<file path="src/rtl/tx_port_scheduler.sv">
// tx_port_scheduler: round-robin arbiter sharing one serial TX lane among N_REQ frame sources,
// holding off DEPTH+IFG cycles after each launch so the line idles between frames.
module tx_port_scheduler #(
  parameter int N_REQ = 4,
  parameter int DEPTH = 16,
  parameter int IFG   = 2,
  parameter int CNT_W = 16
) (
  input  logic                     clk,
  input  logic                     rst,
  input  logic [N_REQ-1:0]         req,
  input  logic [N_REQ*DEPTH-1:0]   req_frame,
  input  logic [N_REQ-1:0]         port_en,
  output logic [N_REQ-1:0]         grant,
  output logic [DEPTH-1:0]         tx_frame,
  output logic                     frame_tx_valid,
  output logic                     busy,
  output logic [$clog2(N_REQ)-1:0] last_grant,
  output logic [CNT_W-1:0]         tx_count
);
  localparam int PW   = $clog2(N_REQ);
  localparam int HOLD = DEPTH + IFG;
  localparam int HW   = $clog2(HOLD + 1);

  typedef enum logic {IDLE, XMIT} state_t;

  state_t            state_q, state_d;
  logic [PW-1:0]     ptr_q, ptr_d, last_q, last_d, win;
  logic [HW-1:0]     hold_q, hold_d;
  logic [N_REQ-1:0]  grant_q, grant_d, eff;
  logic [DEPTH-1:0]  frame_q, frame_d;
  logic              ftv_q, ftv_d, found;
  logic [CNT_W-1:0]  count_q, count_d;
  logic [PW:0]       cand;

  always_comb begin
    eff   = req & port_en;
    win   = '0;
    found = 1'b0;
    cand  = '0;
    // first effective request at or above the pointer, wrapping modulo N_REQ
    for (int i = 0; i < N_REQ; i++) begin
      cand = {1'b0, ptr_q} + (PW+1)'(i);
      cand = (cand >= (PW+1)'(N_REQ)) ? cand - (PW+1)'(N_REQ) : cand;
      if (!found && eff[cand[PW-1:0]]) begin
        found = 1'b1;
        win   = cand[PW-1:0];
      end
    end
    state_d = state_q;
    ptr_d   = ptr_q;
    hold_d  = hold_q;
    grant_d = '0;
    ftv_d   = 1'b0;
    frame_d = frame_q;
    last_d  = last_q;
    count_d = count_q;
    if (state_q == IDLE && found) begin
      state_d = XMIT;
      grant_d = N_REQ'(1) << win;
      ftv_d   = 1'b1;
      frame_d = req_frame[int'(win)*DEPTH +: DEPTH];
      last_d  = win;
      ptr_d   = (win == PW'(N_REQ-1)) ? '0 : win + 1'b1;
      hold_d  = HW'(HOLD);
      count_d = (&count_q) ? count_q : count_q + 1'b1;
    end else if (state_q == XMIT) begin
      state_d = (hold_q == '0) ? IDLE : XMIT;
      hold_d  = (hold_q == '0) ? hold_q : hold_q - 1'b1;
    end
  end

  always_ff @(posedge clk or posedge rst) begin
    if (rst) begin
      state_q <= IDLE;
      ptr_q   <= '0;
      hold_q  <= '0;
      grant_q <= '0;
      ftv_q   <= 1'b0;
      frame_q <= '0;
      last_q  <= '0;
      count_q <= '0;
    end else begin
      state_q <= state_d;
      ptr_q   <= ptr_d;
      hold_q  <= hold_d;
      grant_q <= grant_d;
      ftv_q   <= ftv_d;
      frame_q <= frame_d;
      last_q  <= last_d;
      count_q <= count_d;
    end
  end

  assign grant          = grant_q;
  assign tx_frame       = frame_q;
  assign frame_tx_valid = ftv_q;
  assign busy           = (state_q == XMIT);
  assign last_grant     = last_q;
  assign tx_count       = count_q;
endmodule

</file>
<file path="config.mk">
export PLATFORM = sky130hd
export DESIGN_NAME = tx_port_scheduler
export DESIGN_NICKNAME = d
export VERILOG_FILES = /design/src/rtl/tx_port_scheduler.sv
export SDC_FILE = /design/constraint.sdc
export NUM_CORES = 1
export LEC_CHECK = 0
export CORE_ASPECT_RATIO = 1.75
export CORE_MARGIN = 4
export CORE_UTILIZATION = 38
export CTS_CLUSTER_SIZE = 20
export DETAILED_ROUTE_END_ITERATION = 8
export GPL_TIMING_DRIVEN = 0
export PLACE_DENSITY = 0.8
export SETUP_SLACK_MARGIN = 0.5
export SYNTH_ARGS = -nofsm -noshare
export SYNTH_HDL_FRONTEND = slang
export SYNTH_SLANG_ARGS = --single-unit
export TNS_END_PERCENT = 100
</file>
<file path="constraint.sdc">
create_clock -name clk -period 1.7 [get_ports clk]
set_clock_uncertainty 0.05 [all_clocks]
set_input_delay 0.17 -clock clk [delete_from_list [all_inputs] [get_ports clk]]
set_output_delay 0.17 -clock clk [all_outputs]
set_load 0.01 [all_outputs]
</file>
* Yosys cells after proc, flatten, opt, wreduce, memory -nomap -nowiden *
Cells that the tools add are included.

word-level totals
  output and inout bits = 40
  register bits after elaboration = 47
  word-level logic and storage cells = 74
  input bits = 74

cells by class
  muxes and demuxes = 29
  bitwise operators = 3
  eq/ne operators = 2
  add/subtract/negate cells = 10
  shift operators = 2
  reduce and logical (&&, ||, !) cells = 12
  $lt $le $gt $ge = 8

operators by type and width
  operator                                                                             number
  64-bit by 7-bit variable part select with 16-bit output                              1
  2-bit 2-to-1 mux                                                                     9
  16-bit by 1-bit adder with 16-bit output, second input constant                      1
  16-bit AND reduction                                                                 1
  5-bit 2-to-1 mux                                                                     3
  2-bit by 3-bit less-than comparator with 1-bit output, second input constant         4
  1-bit 2-to-1 mux                                                                     12
  3-bit greater-or-equal comparator, second input constant                             3
  1-bit binary-select mux with 2-bit select                                            4
  2-bit by 1-bit subtractor with 2-bit output, second input constant                   4
  2-bit by 2-bit adder with 3-bit output, second input constant                        2
  5-bit zero test                                                                      1
  5-bit by 1-bit subtractor with 5-bit output, second input constant                   1
  4-bit bitwise AND                                                                    1
  1-bit logical AND                                                                    4
  4-bit 2-to-1 mux                                                                     1
  2-bit AND reduction                                                                  2
  1-bit by 2-bit left shift with 4-bit output, first input constant                    1
  2-bit by 1-bit adder with 3-bit output, second input constant                        1
  2-bit by 3-bit greater-or-equal comparator with 1-bit output, second input constant  1
  1-bit zero test                                                                      3
  2-bit by 1-bit adder with 2-bit output, second input constant                        1
  2-bit == test, second input constant                                                 1
  2-bit != test, second input constant                                                 1
  2 further kinds                                                                      3

* Longest topological paths before layout *
Gate-level depths: netlist of the first run.

  word-level depth = 17
  gate-level depth with buffers = 8
  gate-level depth less buffers = 7

* Least setup slack after synthesis of the first run *
OpenSTA, ideal clock, no wires.

  kind = flip-flop to flip-flop
  start = register count_q[0], in the netlist tx_count[0]
  end = register count_q[1], in the netlist tx_count[1]
  data arrival time = 1.685 ns
  clock period less this slack = 1.860 ns
  library setup time = 0.125 ns
  path slack = -0.160 ns
  buffers on the path = 0
  cell stages (with the launch flop) = 6
  cell sequence = dfrtp_1 > ha_1 > inv_1 > nor4_4 > a31oi_4 > mux2_4

between the ends
  cells in the longest elaborated chain, start to end = 3
  elaborated cells on any way between the ends = 4
  classes of those cells = add/sub: 1; bitwise: 1; reduce/logical: 2

RTL lines
  item                                                                              line  text
  start, declared                                                                   33    logic [CNT_W-1:0] count_q, count_d;
  start signal, assigned                                                            91    count_q <= count_d;
  branches (longest 3 deep; another with 16-bit by 1-bit adder with 16-bit output)  n/a

Several ways; the timed one is not identified.
A chain may end at the register's enable or synchronous reset.

* Worst setup path after layout of the first run *
  start = register count_q[0], in the netlist tx_count[0]
  end = register count_q[14], in the netlist tx_count[14]

The elaborated chain is that of the path after synthesis.

==> results list, run 1 <==
- Of the available clock period, the critical path in the final layout requires 116.3%.
- After synthesis, the mean cell area works out to 11.39 µm².
- The worst register-to-register path has a setup slack of -280 ps.
- Clock tree from TritonCTS: done
* Violated checks: setup timing
* Type of origin of the critical path: flop
- The die is 69.25 µm wide.
- Count of fill cells added during filler insertion: 343
* Clk Tree Root Cell: sky130_fd_sc_hd__clkbuf_8
- The synthesized design contains 47 register bits.
- Post-synthesis to final-layout area growth: 104.6%
- Routability congestion estimate: 0.8062
- The cell count after synthesis came out at 219.
* Maximum clock frequency: 0.5060 GHz
- First-pass GRT wire length: 14720 µm
- Reported max-cap violation count: 0
* Final worst-path setup slack: -276.3 ps
* Hpwl dp: 5507 µm
- Setup repair after global routing could not meet its margin everywhere.
- Drt initial violations: 130
- Slew Limit Fails: 0
- During I/O placement, the number of pins put on the boundary was 114.
- Gr ovfl total: 0
- The initialized floorplan defines 38 standard-cell rows.
- The worst setup path is of the reg2reg kind.
- Max FO, Critical Path: 5
- The number of global-route vias before repair came to 2834.
* Clock-pin slew reported for the worst setup and hold paths after clock tree synthesis: 100 ps
- Via count: 2749
- Worst path required time: 1870 ps
* Kind of end point of the critical path: flop
- Reg-to-reg startpoint: tx_count[0]
- In the routed design, unresolved DRC markers number 0.
- For this run, the number of Yosys warnings is 0.
- Result of the run: complete, but fails checks
- Worst vdd rail ir drop: 1.266 mV
- Nets: 493
- After detailed routing, the total wire length is 11080 µm.
- Post-Synthesis Cell Area: 2495 µm²
* Bufs on Longest Clock Path: 2
- Routed via count divided by cell count: 5.531
- Area enclosed by the die boundary: 7977 µm²
- From bottom edge to top edge, the die measures 115.2 µm.
* Min-Delay Path Class: in2async
* Placed instance count: 412
- The count of final hold-check violations is 0.
- The H-tree was split into 2 levels.
* Global-route usage over all layers: 23.78%
- TritonCTS created 5 clock buffers.
- Share of final-layout standard cells stronger than drive strength 1: 47.24%
* Sequential area share after synthesis: 47.14%
- # setup viols final: 30
- Std-Cell Core Area: 6276 µm²
* IO Port Bufs: 113
- Clock tree synthesis found a total of 47 sinks.
* First drt pass iteration count: 4
* Antenna violation net count after detailed routing: 0
- Initial standard-cell utilization of the core: 39.75%
- Insertion delay to the later sink of the worst-skew pair: 310 ps
* Static leakage: 2.194 nW
- Placement Cell Area: 3900 µm²
- Data on the critical path arrives at its endpoint at 2140 ps.
* Clock period minus final worst setup slack: 1976 ps
- Power spread over the standard cell area amounts to 1353 nW/µm².
* Number of antenna violations at the first check in global routing: 0
- On the final layout, the worst hold slack is 394.3 ps.
- Per-cell routed wire length: 22.30 µm
- Post-route core utilization: 81.34%
- The finished cells cover 5105 µm².
- At the pin with the least slew margin, the transition time is 581.3 ps.
- Unique cell type count in the Yosys netlist: 40
- In this run the tightest slew margin relative to its limit is 61.17%.
* Ant. Diodes: 0
- Synthesized net count: 296
* Maximum number of pins on one net before global-route repair: 48
* Non-filler cells, final: 497
* Worst Setup SP: tx_count[0]
-- cell usage after synthesis, drive strengths merged --
cell type / number / share of area, %
clkbuf: 2 / 0.30
mux2: 1 / 0.60
nor2: 7 / 1.1
nand2: 33 / 5.0
inv: 7 / 1.1
o21ai: 2 / 0.40
a31o: 1 / 0.35
o211ai: 2 / 0.60
a31oi: 3 / 1.4
o21a: 1 / 0.30
or4: 1 / 0.30
o41ai: 1 / 0.65
a21oi: 3 / 0.60
and2: 4 / 1.0
nand4: 7 / 2.0
nand3b: 1 / 0.30
xor2: 2 / 0.70
buf: 10 / 2.9
o2bb2a: 1 / 0.80
xnor2: 14 / 4.9
a22oi: 1 / 0.30
mux2i: 32 / 13
and3: 1 / 0.25
and4: 1 / 0.40
nand3: 5 / 1.0
nand2b: 2 / 0.50
nor3b: 1 / 0.30
dfrtp: 47 / 47
a32o: 1 / 0.40
o221ai: 17 / 7.2
nor4: 4 / 2.8
ha: 3 / 1.5
nor3: 1 / 0.20
-- sequential cells by signal (all words and copies together) (netlist names) --
name            flops
tx_count           16
tx_frame           16
hold_q              5
grant               4
last_grant          2
ptr_q               2
busy                1
frame_tx_valid      1
-- per-layer routing --
| layer | vias to the layer above | wire length [µm] | GRT usage [%] |
|---|---|---|---|
| li1 | 1199 | - | - |
| met1 | 1342 | 3426 | 22.49 |
| met2 | 164 | 6361 | 47.77 |
| met3 | 44 | 698 | 5.337 |
| met4 | 0 | 596 | 10.30 |
| met5 | - | 0 | 0 |
-- area by class of cell --
type	instances	area (µm²)	area share [%]
Clock inverter	1	8.758	0.1716
Timing Repair Buffer	189	1916	37.52
Inverter	7	50.05	0.9804
Multi-Input combinational cell	153	1573	30.81
Tap cell	80	100.1	1.961
Buffer	12	178.9	3.505
Timing Repair inverter	1	7.507	0.1471
Sequential cell	47	1185	23.21
Clock buffer	7	86.33	1.691
-- where the power goes --
part / switching (mW) / internal (mW) / total (mW)
Sequential: 0.303 / 1.51 / 1.81
Combinational: 1.94 / 2.40 / 4.34
Clock: 0.414 / 0.335 / 0.748
Total: 2.66 / 4.25 / 6.91
-- cells by family after synthesis --
kind of cell,synth area share [%]
DFF,47.14
and+or+nand+nor,15.10
muxes,13.44
buffers and inverters,4.213
xor gates and xnor gates,5.617
AOI/OAI and AO/OA,12.99
adders and majority gates,1.505
-- worst paths after layout --
| path | endpoint | cells past startpoint |
|---|---|---|
| setup / recovery | tx_count[14] | 8 |
| setup reg to reg | tx_count[14] | 8 |
| hold / removal | tx_frame[1] | 2 |
| max in group asynchronous | busy | 2 |
| min in group clk | tx_frame[12] | 2 |
| hold reg to reg | tx_frame[12] | 2 |
-- worst max-delay path, cell delays in order (launching register included) --
cell and delay, ps:
sky130_fd_sc_hd__dfrtp_2 440, sky130_fd_sc_hd__ha_4 190, sky130_fd_sc_hd__inv_6 80, sky130_fd_sc_hd__nor4_4 50, sky130_fd_sc_hd__buf_4 150, sky130_fd_sc_hd__buf_6 110, sky130_fd_sc_hd__nor4_4 290, sky130_fd_sc_hd__nand4_1 240
sky130_fd_sc_hd__xnor2_1 280
-- cell usage in the layout, fill, tap and decap left out, types with 2 or more instances in the layout --
| cell | instances |
|---|---|
| sky130_fd_sc_hd__buf_12 | 7 |
| sky130_fd_sc_hd__nand3_2 | 4 |
| sky130_fd_sc_hd__buf_2 | 5 |
| sky130_fd_sc_hd__nor4_4 | 3 |
| sky130_fd_sc_hd__dfrtp_2 | 7 |
| sky130_fd_sc_hd__dfrtp_1 | 40 |
| sky130_fd_sc_hd__clkinvlp_4 | 2 |
| sky130_fd_sc_hd__clkdlybuf4s50_1 | 65 |
| sky130_fd_sc_hd__buf_6 | 49 |
| sky130_fd_sc_hd__nand2_1 | 24 |
| sky130_fd_sc_hd__xor2_1 | 2 |
| sky130_fd_sc_hd__dlygate4sd2_1 | 9 |
| sky130_fd_sc_hd__buf_16 | 4 |
| sky130_fd_sc_hd__buf_4 | 34 |
| sky130_fd_sc_hd__nand2_4 | 2 |
| sky130_fd_sc_hd__buf_8 | 3 |
| sky130_fd_sc_hd__nand4_1 | 6 |
| sky130_fd_sc_hd__clkdlybuf4s15_1 | 17 |
| sky130_fd_sc_hd__a21oi_2 | 2 |
| sky130_fd_sc_hd__nand2_2 | 6 |
| sky130_fd_sc_hd__mux2i_2 | 6 |
| sky130_fd_sc_hd__ha_4 | 2 |
| sky130_fd_sc_hd__mux2i_4 | 6 |
| sky130_fd_sc_hd__clkbuf_1 | 2 |
| sky130_fd_sc_hd__nor2_1 | 5 |
| sky130_fd_sc_hd__clkbuf_8 | 7 |
| sky130_fd_sc_hd__o221ai_2 | 16 |
| sky130_fd_sc_hd__mux2i_1 | 20 |
| sky130_fd_sc_hd__inv_1 | 2 |
| sky130_fd_sc_hd__nor2_4 | 2 |
| sky130_fd_sc_hd__xnor2_1 | 13 |
| sky130_fd_sc_hd__and2_4 | 2 |
| sky130_fd_sc_hd__and2_1 | 2 |
| sky130_fd_sc_hd__clkbuf_2 | 5 |
| sky130_fd_sc_hd__o211ai_1 | 2 |
| sky130_fd_sc_hd__a31oi_1 | 2 |
-- through the flow --
stage / setup slack (ps) / total power [mW] / TNS [ps]
CTS: -132.3 / 6.253 / -1140
detailed placement: -498.6 / 4.512 / -13170
global placement: -444.0 / 4.426 / -12650
floorplan: -42.89 / 3.394 / -42.89
global route: -276.1 / 7.220 / -4794
finish: -276.3 / 6.906 / -2677
-- repair_timing --
| action | 4_1_cts | 5_1_grt |
|---|---|---|
| pin swaps | 27 | 22 |
| buffers inserted | 52 | 18 |
| hold buffers | 0 | 0 |
| resized for setup | 193 | 58 |
| hold endpoints to repair | 0 | 0 |
| cloned | 6 | 1 |
| endpoints found under the setup margin | 87 | 122 |
Note: power is estimated with default switching activity, not from simulation.
==> run 2, diff against run 1 <==
Settings changed: GPL_TIMING_DRIVEN 0 to default.
==> run 2 against run 1 <==
Against the previous run:
- the flow still finishes with violations (setup timing)
- first-iteration DRC count shrank 53%
- clock power decreased by 6.4%
- sequential power is essentially flat
- flip-flop and latch count did not move
- cell count fell by 0.60%
- non-clock buffer count fell by 3
- design area grew 0.83%
==> results list, run 2 (synthesis gave the netlist of run 1 again) <==
* Die X-Extent: 69.25 µm
* Min-Delay Path Class: in2async
- Delay of the slowest cell on the worst path: 390 ps
- PD cells: 1257 nW/µm²
- The sequential cells in the finished layout cover a total of 1181 µm².
* Fin Hold WS: 195.8 ps
- Measured against its own limit, the worst slew margin works out to 73.99%.
* Global-route usage over all layers: 22.22%
- The worst register-to-register path begins at ptr_q[0].
- Std-Cell Core Area: 6276 µm²
- Internal reg-to-reg setup slack: -170 ps
* First drt pass iteration count: 4
- Max FO, Critical Path: 8
* Routability congestion estimate: 0.8191
- At the worst endpoint, the arrival time is 1970 ps.
- Post-synthesis to final-layout area growth: 106.3%
- Slew at the pin with the worst max-slew slack: 388.5 ps
* Wire length reported by the detailed router: 10200 µm
- Setup violations remaining at the end of the flow were counted as 30.
- Bufs on Longest Clock Path: 2
- Clock tree from TritonCTS: done
- Cts hold-fix bufs: 0
- Nets: 490
* Post-route core utilization: 82.02%
- Once detail routing completed, the nets flagged for antenna violations numbered 0.
- Area of combinational cells with multiple inputs: 1729 µm²
* Worst Setup SP: ptr_q[0]
* Maximum clock frequency: 0.5353 GHz
* Kind of end point of the critical path: flop
- Drt initial violations: 61
* Ant. Diodes: 0
* Number of antenna violations at the first check in global routing: 0
- The later pin in the worst-skew pair is clocked with a latency of 310 ps.
- The post-route netlist has 49.76% of its cells at a drive strength greater than 1.
* Area enclosed by the die boundary: 7977 µm²
- Top library cells by usage in the layout, fill and taps aside: 65 x sky130_fd_sc_hd__clkdlybuf4s50_1, 55 x sky130_fd_sc_hd__buf_6, 43 x sky130_fd_sc_hd__dfrtp_1
- Count of boundary I/O pins: 114
- CTS Sinks: 47
- Combined buffer and inverter count along the critical path: 2
- Setup repair after global routing could not meet its margin everywhere.
- Maximum number of pins on one net before global-route repair: 48
- CTS placed an instance of sky130_fd_sc_hd__clkbuf_8 at the clock tree root.
* Per-cell routed wire length: 20.65 µm
- In the post-route analysis, the smallest setup slack over all paths is -168.1 ps.
- Number of H-tree branching levels: 2
- Following the worst setup path forward leads to its endpoint at tx_frame[14].
* Period Utilization, post-route: 109.9%
- After layout, the minimum clock period comes to 1868 ps.
- Worst vdd rail ir drop: 1.021 mV
- First-pass GRT wire length: 14100 µm
- Clock-pin slew was measured on the worst setup and hold paths at 100 ps.
- Buffers placed on the I/O ports in this run total 113.
* Chain of cells forming the critical path: nand3b_1 > o211ai_1 > a21oi_4 > buf_4 > clkbuf_16 > mux2i_1 > o221ai_1
- Reported max-cap violation count: 0
- Count of fill cells added during filler insertion: 367
- The worst setup path is of the reg2reg kind.
- After detailed routing, the number of remaining DRC violations is 0.
* Via count: 2601
- Routed via count divided by cell count: 5.265
* Initial standard-cell utilization of the core: 39.75%
- Reg2reg end: tx_frame[14]
- Critical path depth in cells: 7
* Result of the run: complete, but fails checks
- Slowest cell on the critical path: sky130_fd_sc_hd__dfrtp_1
- Pre-CTS WS: -435.2 ps
- Type of origin of the critical path: flop
- Summed over all nets, the half-perimeter wirelength after detailed placement is 5836 µm.
- The final reports fail on setup timing.
- Gr ovfl total: 0
- Grouping stages by cell kind, the critical path spends the most delay in compound AO/OA/AOI/OAI gates.
* Die H: 115.2 µm
* Hold Fails Final Rpt: 0
- FF-to-FF path depth: 7
- At the worst endpoint, the required time is 1800 ps.
- The number of global-route vias before repair was 2843.
* Slew Limit Fails: 0
* Number of cell rows: 38
* Most common library cell in the layout ignoring fill and taps: sky130_fd_sc_hd__clkdlybuf4s50_1
- Total power of the final layout: 6.470 mW
* Total clock buffers created by CTS: 5
* Static leakage: 2.200 nW
run 2: cell count changes in the layout (fill, tap and decap cells not counted), moves of 5 or more:
| cell | previous run | this run |
|---|---|---|
| sky130_fd_sc_hd__buf_6 | 49 | 55 |
| sky130_fd_sc_hd__mux2i_1 | 20 | 15 |
| sky130_fd_sc_hd__xnor2_2 | 1 | 6 |
| sky130_fd_sc_hd__xnor2_1 | 13 | 8 |
| sky130_fd_sc_hd__buf_2 | 5 | 0 |
run 2: report_power, final:
part / leakage, nW / total (mW) / internal (mW) / switching [mW]
registers: 0.592 / 1.81 / 1.51 / 0.298
logic: 1.57 / 3.96 / 2.12 / 1.85
clock network: 0.0402 / 0.700 / 0.287 / 0.413
total: 2.20 / 6.47 / 3.91 / 2.56
run 2: worst register-to-register path, stage by stage, from the launching register on:
cell and delay (ps):
sky130_fd_sc_hd__dfrtp_1 390, sky130_fd_sc_hd__nand3b_1 160, sky130_fd_sc_hd__o211ai_1 200, sky130_fd_sc_hd__a21oi_4 210
sky130_fd_sc_hd__buf_4 150, sky130_fd_sc_hd__clkbuf_16 170, sky130_fd_sc_hd__mux2i_1 210, sky130_fd_sc_hd__o221ai_1 170
run 2: worst min path at each step:
stage             startpoint             end  slack [ps]  depth (start not counted)
6_report                 rst     tx_count[7]         200                          3
5_1_grt                  rst     tx_count[7]         220                          3
4_1_cts                  rst        grant[1]         220                          3
3_5_place_dp     tx_frame[2]     tx_frame[2]         430                          2
3_3_place_gp   last_grant[1]   last_grant[1]         420                          2
2_1_floorplan            rst  frame_tx_valid         140                          1
run 2: per-layer routing:
metal  GRT usage (%)  wire [µm]
met3           4.987        525
met5               0          0
met1           22.64       3514
met4           7.171        314
met2           43.94       5848
run 2: area by class of cell:
class                   count  share of cell area [%]
well taps                  80                   1.945
clock inverters             3                  0.3889
inverters                   7                  0.9237
clock buffers               5                   1.337
multi-input cells         154                   33.59
repair buffers            198                   38.87
flip-flops and latches     47                   22.95
run 2: repair_timing:
action                                  CTS  global route
resized for setup                       198            72
endpoints found under the setup margin   87            78
buffers inserted                         26            14
gates cloned                              3             2
pin swaps                                25            22
run 2: per-stage QoR:
step	setup TNS (ps)	instances	instance area, µm²
2_1_floorplan	-42.89	219	2669
3_3_place_gp	-11440	441	4118
3_5_place_dp	-13100	441	4118
4_1_cts	-136.6	478	4730
5_1_grt	-5144	494	5147
6_report	-2639	494	5147
